File: src/rtl/mem_pkg.sv
// Shared types and constants for the store buffer.
//  SB_ADDR_W / SB_DATA_W : default byte-address and data widths
//  WORD_SHIFT            : byte-offset bits dropped for word matching
//  sb_entry_t            : one buffered store {valid, word address, data}
package mem_pkg;

    localparam int unsigned SB_ADDR_W  = 32;
    localparam int unsigned SB_DATA_W  = 32;
    localparam int unsigned WORD_SHIFT = 2;

    typedef struct packed {
        logic                           valid;
        logic [SB_ADDR_W-1:WORD_SHIFT]  addr;
        logic [SB_DATA_W-1:0]           data;
    } sb_entry_t;

endpackage

File: src/rtl/store_buffer_if.sv
// Pipeline/DM-side bus of the store buffer.
//  st_valid/st_addr/st_data/st_ready : store push handshake
//  ld_valid/ld_addr                  : load lookup
//  ld_hit/ld_fwd_data                : combinational forwarding result
//  dm_address/dm_write_data          : DM port address/data
//  dm_memwrite/dm_memread            : DM strobes
// master = pipeline + DM side, slave = store buffer.
interface store_buffer_if
    import mem_pkg::*;
#(
    parameter int unsigned ADDR_W = SB_ADDR_W,
    parameter int unsigned DATA_W = SB_DATA_W
);
    logic              st_valid;
    logic [ADDR_W-1:0] st_addr;
    logic [DATA_W-1:0] st_data;
    logic              st_ready;
    logic              ld_valid;
    logic [ADDR_W-1:0] ld_addr;
    logic              ld_hit;
    logic [DATA_W-1:0] ld_fwd_data;
    logic [ADDR_W-1:0] dm_address;
    logic [DATA_W-1:0] dm_write_data;
    logic              dm_memwrite;
    logic              dm_memread;

    modport master (
        output st_valid, st_addr, st_data, ld_valid, ld_addr,
        input  st_ready, ld_hit, ld_fwd_data, dm_address, dm_write_data,
               dm_memwrite, dm_memread
    );

    modport slave (
        input  st_valid, st_addr, st_data, ld_valid, ld_addr,
        output st_ready, ld_hit, ld_fwd_data, dm_address, dm_write_data,
               dm_memwrite, dm_memread
    );
endinterface

File: src/rtl/sb_fwd_match.sv
// Youngest-match search over the store buffer entries (purely combinational).
//  entries : entry array
//  head    : index of the oldest entry
//  ld_word : load word address
//  hit     : some valid entry matches
//  data    : data of the youngest matching entry, 0 on no hit
module sb_fwd_match
    import mem_pkg::*;
#(
    parameter  int unsigned DEPTH = 4,
    localparam int unsigned PTR_W = $clog2(DEPTH)
) (
    input  sb_entry_t                     entries [DEPTH],
    input  logic [PTR_W-1:0]              head,
    input  logic [SB_ADDR_W-1:WORD_SHIFT] ld_word,
    output logic                          hit,
    output logic [SB_DATA_W-1:0]          data
);

    logic [PTR_W-1:0] idx;

    // Walk oldest to youngest; a later match overrides, so the youngest wins.
    always_comb begin
        hit  = 1'b0;
        data = '0;
        idx  = '0;
        for (int unsigned i = 0; i < DEPTH; i++) begin
            idx = head + PTR_W'(i);
            if (entries[idx].valid && entries[idx].addr == ld_word) begin
                hit  = 1'b1;
                data = entries[idx].data;
            end
        end
    end

endmodule

File: src/rtl/store_buffer.sv
// Posted-write store buffer between the MEM-stage store path and data memory.
// Stores are accepted in one cycle and drained in order whenever the DM port is
// not needed by a missing load; loads forward from the youngest matching store.
//  clk, rst : clock, asynchronous active-high reset
//  sb       : store/load/DM bus (slave side)
//  count    : occupied entries
//  empty    : no entries buffered (drain-complete fence)
module store_buffer
    import mem_pkg::*;
#(
    parameter  int unsigned DEPTH  = 4,
    parameter  int unsigned ADDR_W = SB_ADDR_W,
    parameter  int unsigned DATA_W = SB_DATA_W,
    localparam int unsigned PTR_W  = $clog2(DEPTH),
    localparam int unsigned CNT_W  = PTR_W + 1
) (
    input  logic              clk,
    input  logic              rst,
    store_buffer_if.slave     sb,
    output logic [CNT_W-1:0]  count,
    output logic              empty
);

    // The entry type is fixed by the package widths.
    if (ADDR_W != SB_ADDR_W || DATA_W != SB_DATA_W) begin : g_width_chk
        $error("store_buffer: ADDR_W/DATA_W must match mem_pkg widths");
    end

    sb_entry_t         entries_q [DEPTH];
    logic [PTR_W-1:0]  head_q;
    logic [PTR_W-1:0]  tail_q;
    logic [CNT_W-1:0]  count_q;

    logic              full;
    logic              is_empty;
    logic              match_hit;
    logic [DATA_W-1:0] match_data;
    logic              ld_miss;
    logic              drain;
    logic              push;

    sb_fwd_match #(
        .DEPTH (DEPTH)
    ) u_fwd_match (
        .entries (entries_q),
        .head    (head_q),
        .ld_word (sb.ld_addr[ADDR_W-1:WORD_SHIFT]),
        .hit     (match_hit),
        .data    (match_data)
    );

    always_comb begin
        is_empty       = (count_q == '0);
        full           = (count_q == CNT_W'(DEPTH));
        ld_miss        = sb.ld_valid & ~match_hit;
        // A missing load owns the DM port; a hit leaves it free for the drain.
        drain          = ~is_empty & ~ld_miss;
        sb.st_ready    = ~full | drain;
        push           = sb.st_valid & sb.st_ready;

        sb.ld_hit      = sb.ld_valid & match_hit;
        sb.ld_fwd_data = sb.ld_hit ? match_data : '0;
        sb.dm_memwrite = drain;
        sb.dm_memread  = ld_miss;
        sb.dm_address  = ld_miss ? sb.ld_addr
                                 : {entries_q[head_q].addr, {WORD_SHIFT{1'b0}}};
        sb.dm_write_data = entries_q[head_q].data;

        count          = count_q;
        empty          = is_empty;
    end

    always_ff @(posedge clk or posedge rst) begin
        if (rst) begin
            for (int unsigned i = 0; i < DEPTH; i++) begin
                entries_q[i] <= '0;
            end
            head_q  <= '0;
            tail_q  <= '0;
            count_q <= '0;
        end else begin
            if (drain) begin
                entries_q[head_q].valid <= 1'b0;
                head_q                  <= head_q + 1'b1;
            end
            // Ordered after the pop so a push into the slot draining at full wins.
            if (push) begin
                entries_q[tail_q] <= '{valid: 1'b1,
                                       addr:  sb.st_addr[ADDR_W-1:WORD_SHIFT],
                                       data:  sb.st_data};
                tail_q            <= tail_q + 1'b1;
            end
            count_q <= count_q + CNT_W'(push) - CNT_W'(drain);
        end
    end

    a_count_bound : assert property (@(posedge clk) disable iff (rst)
        count_q <= CNT_W'(DEPTH));

    a_st_ld_together : assert property (@(posedge clk) disable iff (rst)
        !(sb.st_valid && sb.ld_valid))
        else $warning("store_buffer: protocol warning, store and load in the same cycle");

endmodule

File: src/flat_wrapper.sv
// flat-port wrapper written by rule: the top's interface ports become plain ports
module store_buffer_flat import mem_pkg::*;
#(
    parameter  int unsigned DEPTH  = 4,
    parameter  int unsigned ADDR_W = SB_ADDR_W,
    parameter  int unsigned DATA_W = SB_DATA_W,
    localparam int unsigned PTR_W  = $clog2(DEPTH),
    localparam int unsigned CNT_W  = PTR_W + 1
)
  (clk, rst, count, empty, sb_st_valid, sb_st_addr, sb_st_data, sb_ld_valid, sb_ld_addr, sb_st_ready, sb_ld_hit, sb_ld_fwd_data, sb_dm_address, sb_dm_write_data, sb_dm_memwrite, sb_dm_memread);
  store_buffer_if #(.ADDR_W(ADDR_W), .DATA_W(DATA_W)) sb_i ();
  input  logic clk;
  input  logic rst;
  output logic [CNT_W-1:0] count;
  output logic empty;
  input wire logic [$bits(sb_i.st_valid)-1:0] sb_st_valid;
  input wire logic [$bits(sb_i.st_addr)-1:0] sb_st_addr;
  input wire logic [$bits(sb_i.st_data)-1:0] sb_st_data;
  input wire logic [$bits(sb_i.ld_valid)-1:0] sb_ld_valid;
  input wire logic [$bits(sb_i.ld_addr)-1:0] sb_ld_addr;
  output wire logic [$bits(sb_i.st_ready)-1:0] sb_st_ready;
  output wire logic [$bits(sb_i.ld_hit)-1:0] sb_ld_hit;
  output wire logic [$bits(sb_i.ld_fwd_data)-1:0] sb_ld_fwd_data;
  output wire logic [$bits(sb_i.dm_address)-1:0] sb_dm_address;
  output wire logic [$bits(sb_i.dm_write_data)-1:0] sb_dm_write_data;
  output wire logic [$bits(sb_i.dm_memwrite)-1:0] sb_dm_memwrite;
  output wire logic [$bits(sb_i.dm_memread)-1:0] sb_dm_memread;
  assign sb_i.st_valid = sb_st_valid;
  assign sb_i.st_addr = sb_st_addr;
  assign sb_i.st_data = sb_st_data;
  assign sb_i.ld_valid = sb_ld_valid;
  assign sb_i.ld_addr = sb_ld_addr;
  assign sb_st_ready = sb_i.st_ready;
  assign sb_ld_hit = sb_i.ld_hit;
  assign sb_ld_fwd_data = sb_i.ld_fwd_data;
  assign sb_dm_address = sb_i.dm_address;
  assign sb_dm_write_data = sb_i.dm_write_data;
  assign sb_dm_memwrite = sb_i.dm_memwrite;
  assign sb_dm_memread = sb_i.dm_memread;
  store_buffer #(.DEPTH(DEPTH), .ADDR_W(ADDR_W), .DATA_W(DATA_W)) u_core (.clk(clk), .rst(rst), .sb(sb_i), .count(count), .empty(empty));
endmodule
File: config.mk
export PLATFORM = sky130hd
export DESIGN_NAME = store_buffer_flat
export DESIGN_NICKNAME = d
export VERILOG_FILES = /design/src/rtl/mem_pkg.sv /design/src/rtl/store_buffer_if.sv /design/src/rtl/sb_fwd_match.sv /design/src/rtl/store_buffer.sv /design/src/flat_wrapper.sv
export SDC_FILE = /design/constraint.sdc
export NUM_CORES = 1
export LEC_CHECK = 0
export CAP_MARGIN = 20
export CORE_ASPECT_RATIO = 2
export CORE_MARGIN = 10
export CORE_UTILIZATION = 25
export DETAILED_ROUTE_END_ITERATION = 8
export PLACE_DENSITY = 0.43
export SYNTH_ARGS = -nofsm -noshare
export SYNTH_HDL_FRONTEND = slang
export SYNTH_SLANG_ARGS = --single-unit
File: constraint.sdc
create_clock -name clk -period 10.4 [get_ports clk]
set_clock_uncertainty 0.05 [all_clocks]
set_input_delay 1.56 -clock clk [delete_from_list [all_inputs] [get_ports clk]]
set_output_delay 1.56 -clock clk [all_outputs]
set_load 0.03 [all_outputs]
# Yosys cells after proc, flatten, opt, wreduce, memory -nomap -nowiden
# Index checks and enable logic that the tools add are counted.
[word_totals]
ff_bits = 259
inputBits = 100
output_inout_bits = 104
wordCells = 84
[classes]
n_addsub = 6
order_cmp = 7
n_eq_ne = 5
n_mux = 30
bitwise_logic = 14
n_reduce_logical = 7
[op_table]
columns = ["operator", "count"]
rows = [
  ["$mux W63", 10],
  ["$bmux W63 S2", 4],
  ["$bwmux W252", 2],
  ["$mux W252", 2],
  ["$demux W63 S2", 2],
  ["$mux W32", 6],
  ["$eq A30 B30 Y1", 4],
  ["$ge A3 B3 Y1 const B", 5],
  ["$not A2 Y3", 5],
  ["$logic_and A1 B1 Y1", 6],
  ["$lt A3 B1 Y1 const B", 2],
  ["$add A2 B1 Y2 const B", 2],
  ["$add A2 B2 Y2 const B", 2],
  ["$and A1 B1 Y1", 4],
  ["$mux W1", 4],
  ["$not A1 Y1", 4],
  ["$add A3 B1 Y3", 1],
  ["$eq A3 B3 Y1 const B", 1],
  ["$logic_not A3 Y1", 1],
  ["$sub A3 B1 Y3", 1],
  ["$or A1 B1 Y1", 1],
]

# Longest topological paths before layout
[depth]
ltp_word = 18
ltp_mapped = 22
depth_no_buf = 14

# By module
# From an unflattened synthesis, not the netlist that was laid out.
[hier_totals]
cells_unflattened = 1825
hier_area_um2 = 19832.8
[modules_own_cells]
columns = ["mod", "instances", "cells_per_inst", "area_per_inst_um2", "seq_area_each_um2"]
rows = [
  ["store_buffer", 1, 805, 11965.2, 6481.2],
  ["sb_fwd_match", 1, 1020, 7867.5, 0.0],
]

# Worst setup path before layout
# OpenSTA, ideal clock, no wires.
[synth_path]
path_kind = "reg2out"
startpoint = "reg u_core.head_q[0]"
endpoint = "out sb_ld_fwd_data[13]"
t_arrival_ns = 5.168
setup_slack_ns = 3.622
stages_incl_launch_ff = 19
path_cell_list = "dfrtp_1 -> buf_2 -> clkinv_1 -> buf_1 -> clkbuf_1 -> ha_1 -> buf_2 -> buf_6 -> buf_4 -> buf_1 -> mux4_2 -> xnor2_1 -> nand4_1 -> nor3_1 -> nor3b_1 -> nand2_1 -> a31o_2 -> clkbuf_1 -> a221oi_1"
[synth_rtl]
columns = ["item", "line_no", "text"]
rows = [
  ["start, declared", "store_buffer.sv:30", "logic [PTR_W-1:0] head_q;"],
  ["start signal, assigned", "store_buffer.sv:84", "head_q <= head_q + 1'b1;"],
  ["$add A2 B2 Y2 *", "sb_fwd_match.sv:28", "idx = head + PTR_W'(i);"],
  ["net u_core.u_fwd_match.idx[0]", "sb_fwd_match.sv:20", "logic [PTR_W-1:0] idx;"],
  ["$not A2 Y3 (implied by the code) *", "sb_fwd_match.sv:29, sb_fwd_match.sv:31", ""],
  ["$bmux W63 S2 *", "sb_fwd_match.sv:29, sb_fwd_match.sv:31", ""],
  ["$mux W63 (implied by the code) * (2 in a row)", "sb_fwd_match.sv:31", "data = entries[idx].data;"],
  ["$eq A30 B30 Y1", "sb_fwd_match.sv:29", "if (entries[idx].valid && entries[idx].addr == ld_word) begin"],
  ["$logic_and A1 B1 Y1", "sb_fwd_match.sv:29", ""],
  ["$mux W1", "sb_fwd_match.sv:29", ""],
  ["$and A1 B1 Y1", "store_buffer.sv:61", "sb.ld_hit = sb.ld_valid & match_hit;"],
  ["$mux W32 *", "store_buffer.sv:62", "sb.ld_fwd_data = sb.ld_hit ? match_data : '0;"],
  ["end, declared", "flat_wrapper.sv:23", "output wire logic [$bits(sb_i.ld_fwd_data)-1:0] sb_ld_fwd_data;"],
]
# Mark *: on every way through the listed nets, which the timed path passes. The rest lies on a longest branch. The select of a mux whose other input is x is not followed.

# Worst setup path after layout
[layout_path]
startpoint = "reg u_core.head_q[1]"
endpoint = "out sb_ld_fwd_data[1]"
[layout_between]
elab_chain_cells = 12
[layout_lines]
columns = ["item", "line_no"]
rows = [
  ["$add A2 B1 Y2 or $not A2 Y3 (tied branches)", "sb_fwd_match.sv:28, sb_fwd_match.sv:29, sb_fwd_match.sv:31"],
  ["$not A2 Y3 (implied by the code) or $bmux W63 S2 (tied branches)", "sb_fwd_match.sv:29, sb_fwd_match.sv:31"],
  ["$bmux W63 S2 or $mux W63 (tied branches)", "sb_fwd_match.sv:29, sb_fwd_match.sv:31"],
  ["$mux W63 (on tied branches)", "sb_fwd_match.sv:31, sb_fwd_match.sv:29"],
  ["$mux W63 (implied by the code) or $eq A30 B30 Y1 (tied branches)", "sb_fwd_match.sv:31, sb_fwd_match.sv:29"],
  ["$eq A30 B30 Y1 or $logic_and A1 B1 Y1 (tied branches)", "sb_fwd_match.sv:29"],
  ["$logic_and A1 B1 Y1 or $mux W1 (tied branches)", "sb_fwd_match.sv:29"],
  ["$mux W1 (3 in a row)", "sb_fwd_match.sv:29"],
  ["$and A1 B1 Y1", "store_buffer.sv:61"],
  ["$mux W32 *", "store_buffer.sv:62"],
]
# Mark *: on every way between the ends. The rest lies on a longest branch, timed or not. The select of a mux whose other input is x is not followed.

==> flow_metrics.py <==
metrics = {
    "status": {
        "status": "complete, no violations",
    },
    "global_route": {
        "antenna_found_initial": 5,
        "grt_pass1_wl_mm": 118,
        "globalRouteOverflowTotal": 0,
        "grt_max_degree": 104,
        "track_usage_pct": 16.8,
        "first_global_vias": 16046,
    },
    "place": {
        "place_congestion": 1.00,
        "dpl_cell_area_um2": 23200,
        "dp.cells": 2690,
        "port_buffers": 201,
        "hpwl_mm": 59.0,
    },
    "floorplan": {
        "core_um2": 80600,
        "start_util_pct": 25.2,
        "io_pins": 204,
        "die_area_um2": 93900,
        "die_w_um": 222,
        "die_y_um": 423,
        "fp-row-count": 147,
    },
    "cells_and_area": {
        "fill_cells": 8169,
        "final_core_util_pct": 30.0,
        "final_cells": 2748,
        "drive_gt1_share_pct": 26.6,
        "final_nets": 1791,
        "syn2layout_area_growth_pct": 19.0,
        "final_area_um2": 24200,
    },
    "yosys": {
        "synth-seq-area-share_pct": 31.9,
        "synth_edf_count": 0,
        "synth_top_area_share_pct": 31.9,
        "syn_nets": 1673,
        "synth-seq-cells": 259,
        "syn_area_um2": 20300,
        "yosysUniqueCellTypes": 67,
        "ys.flop_type": "dfrtp_1",
        "synthCells": 1563,
        "synth_top_area_cell": "dfrtp_1",
        "syn_avg_cell_area_um2": 13.0,
        "yosys_warnings": 0,
        "synthTopCellsByArea": "dfrtp_1 32%, mux4_2 25%, mux2_1 11%, mux2_2 5.1%, xnor2_1 4.6%",
        "synthArstFlopShare_pct": 100,
    },
    "timing": {
        "worstMarginPinSlew_ns": 1.13,
        "finalHoldViolCount": 0,
        "finalSetupViolCount": 0,
        "period_needed_ns": 8.80,
        "max_freq_ghz": 0.114,
        "fin_crit_sh_pct": 84.7,
        "relSlewSlack_pct": 24.4,
        "fin_setup_tns_ns": 0,
        "slew_violations": 0,
        "rsz0062_at_grt": "no",
    },
    "clock_network": {
        "cts_tree": "yes",
        "cts_buffers": 30,
        "ctsHoldBuffers": 0,
        "ctsResizeCount": 0,
        "cts_setup_buffers": 0,
        "path_clk_slew_ns": 0.06,
        "cts_root_buffer": "clkbuf_16",
        "insertion_delay_ns": 0.61,
        "htreeDepth": 1,
        "cts.sinks": 259,
        "cts_buffer_depth": 3,
    },
    "pwr": {
        "p_leak_nw": 8.71,
        "total_power_mw": 9.78,
        "vdd_drop_max_v": 0.000179,
        "p_per_area_nw_per_um2": 404,
    },
    "setup_path": {
        "critPathRequiredTime_ns": 8.79,
        "arrival_ns": 7.19,
        "end_kind": "output pin",
        "cp-start-kind": "register",
        "worst-setup-path-type": "register to output pin",
        "crit_fanout": 38,
        "ff2ff_path_depth": 13,
    },
    "routing": {
        "drt_pass1_iterations": 5,
        "drt_wl_total_mm": 81.0,
        "vias": 15199,
        "drc": 0,
        "post_drt_wl_per_cell_um": 29.5,
        "vias_per_cell": 5.53,
        "drtAntennaViolNets": 0,
        "drt_iter0_markers": 928,
    },
    "worst_hold_path": {
        "worstHoldPathCells": 1,
        "min_path_type": "register to register",
    },
    "job": {
        "cap_viol_max_count": 0,
    },
}
-- cells by family after synthesis --
| group | synth area share [%] |
|---|---|
| XOR/XNOR | 4.87 |
| multiplexers | 44.2 |
| AO/OA/AOI/OAI | 7.99 |
| adder cells (fa/ha/maj) | 0.652 |
| buffers and inverters | 4.48 |
| flip-flops | 31.9 |
| AND/OR/NAND/NOR | 5.98 |
-- layout make-up --
type                            count  area, um2  share of cell area [%]
Multi-Input combinational cell   1130      13000                    53.7
Sequential cell                   259       6490                    26.8
Timing Repair Buffer              240       2340                    9.68
Tap cell                         1043       1310                    5.39
Clock buffer                       42        867                    3.58
Clock inverter                     10        119                   0.491
Inverter                           20       82.6                   0.341
Antenna cell                        4       10.0                  0.0414
-- final timing paths --
path | from | endpoint | slack [ns]
hold reg to reg | u_core.entries_q[52] | u_core.entries_q[52] | 0.51
hold / removal | u_core.entries_q[52] | u_core.entries_q[52] | 0.51
min in group asynchronous | rst | u_core.entries_q[213] | 1.39
setup / recovery | u_core.head_q[1] | sb_ld_fwd_data[1] | 1.60
setup reg to reg | u_core.head_q[1] | u_core.entries_q[26] | 3.98
max in group asynchronous | rst | u_core.entries_q[136] | 6.73
-- per-stage QoR --
stage / hold WS, ns / worst slack, ns
4_1_cts: 0.513 / 1.33
6_report: 0.508 / 1.60
2_1_floorplan: 0.461 / 1.66
3_5_place_dp: 0.499 / 1.95
5_1_grt: 0.538 / 1.26
3_3_place_gp: 0.479 / 1.99
-- layout by cell type (no fill, tap or decap), drive strengths merged, types with 11 or more instances in the layout --
master         instances
nor3                  40
mux2i                 73
mux4                 222
buf                   39
clkdlybuf4s50        201
a22oi                 34
clkbuf                42
nand2                 58
dfrtp                259
or2                   33
o21bai                32
mux2                 289
xnor2                106
inv                   21
nand4                 32
o21ai                 14
a21oi                 11
nand3                 14
a221oi                36
-- report_power, final --
part | switching, mW | leakage, nW | internal (mW) | total, mW
clock network | 0.461 | 0.480 | 0.627 | 1.09
logic | 3.36 | 5.17 | 3.10 | 6.46
registers | 0.697 | 3.06 | 1.53 | 2.23
-- state kept, by name, summed over array words and instances, names as in the netlist --
signal,flops
u_core.count,3
u_core.entries_q,252
u_core.head_q,2
u_core.tail_q,2
-- Yosys cell counts, drive strengths merged (3+ instances only) --
cell,number
o22ai,8
or2,33
nand3,14
and3,4
nor3b,3
a2111oi,4
and4,3
nor2b,3
nand2b,7
o21bai,32
nor4,5
a31oi,4
a21oi,11
or3,3
a22o,6
xor2,7
o2111ai,7
or4,6
dfrtp,259
mux2,289
nand4,32
ha,9
a2bb2oi,4
a22oi,34
nor2,7
xnor2,106
mux4,222
mux2i,73
inv,19
o221ai,5
a31o,3
o211ai,10
a221oi,36
o21ai,14
clkbuf,59
o2bb2ai,4
nand2,58
buf,95
nor3,40
-- per-layer routing --
layer | track usage, % | part of all wire [%] | wire (um) | vias to the layer above
li1 | - | - | - | 6442
met2 | 31.3 | 54 | 43500 | 555
met5 | 0 | 0.016 | 13 | -
met3 | 2.51 | 5.2 | 4190 | 129
met1 | 17.8 | 36 | 28900 | 8071
met4 | 8.76 | 5.5 | 4460 | 2
-- worst max-delay path: stages (launching register included) --
cell and delay [ns]:
dfrtp_4 0.73, inv_1 0.21, ha_4 0.80, buf_4 0.47, mux4_2 0.57, xnor2_1 0.43, nand4_1 0.22, a2111oi_0 0.54
and4_2 0.41, o21ba_2 0.19, a31o_2 0.43, buf_4 0.32, a221oi_1 0.43, clkdlybuf4s50_1 0.77
(Power assumes the default switching activity.)
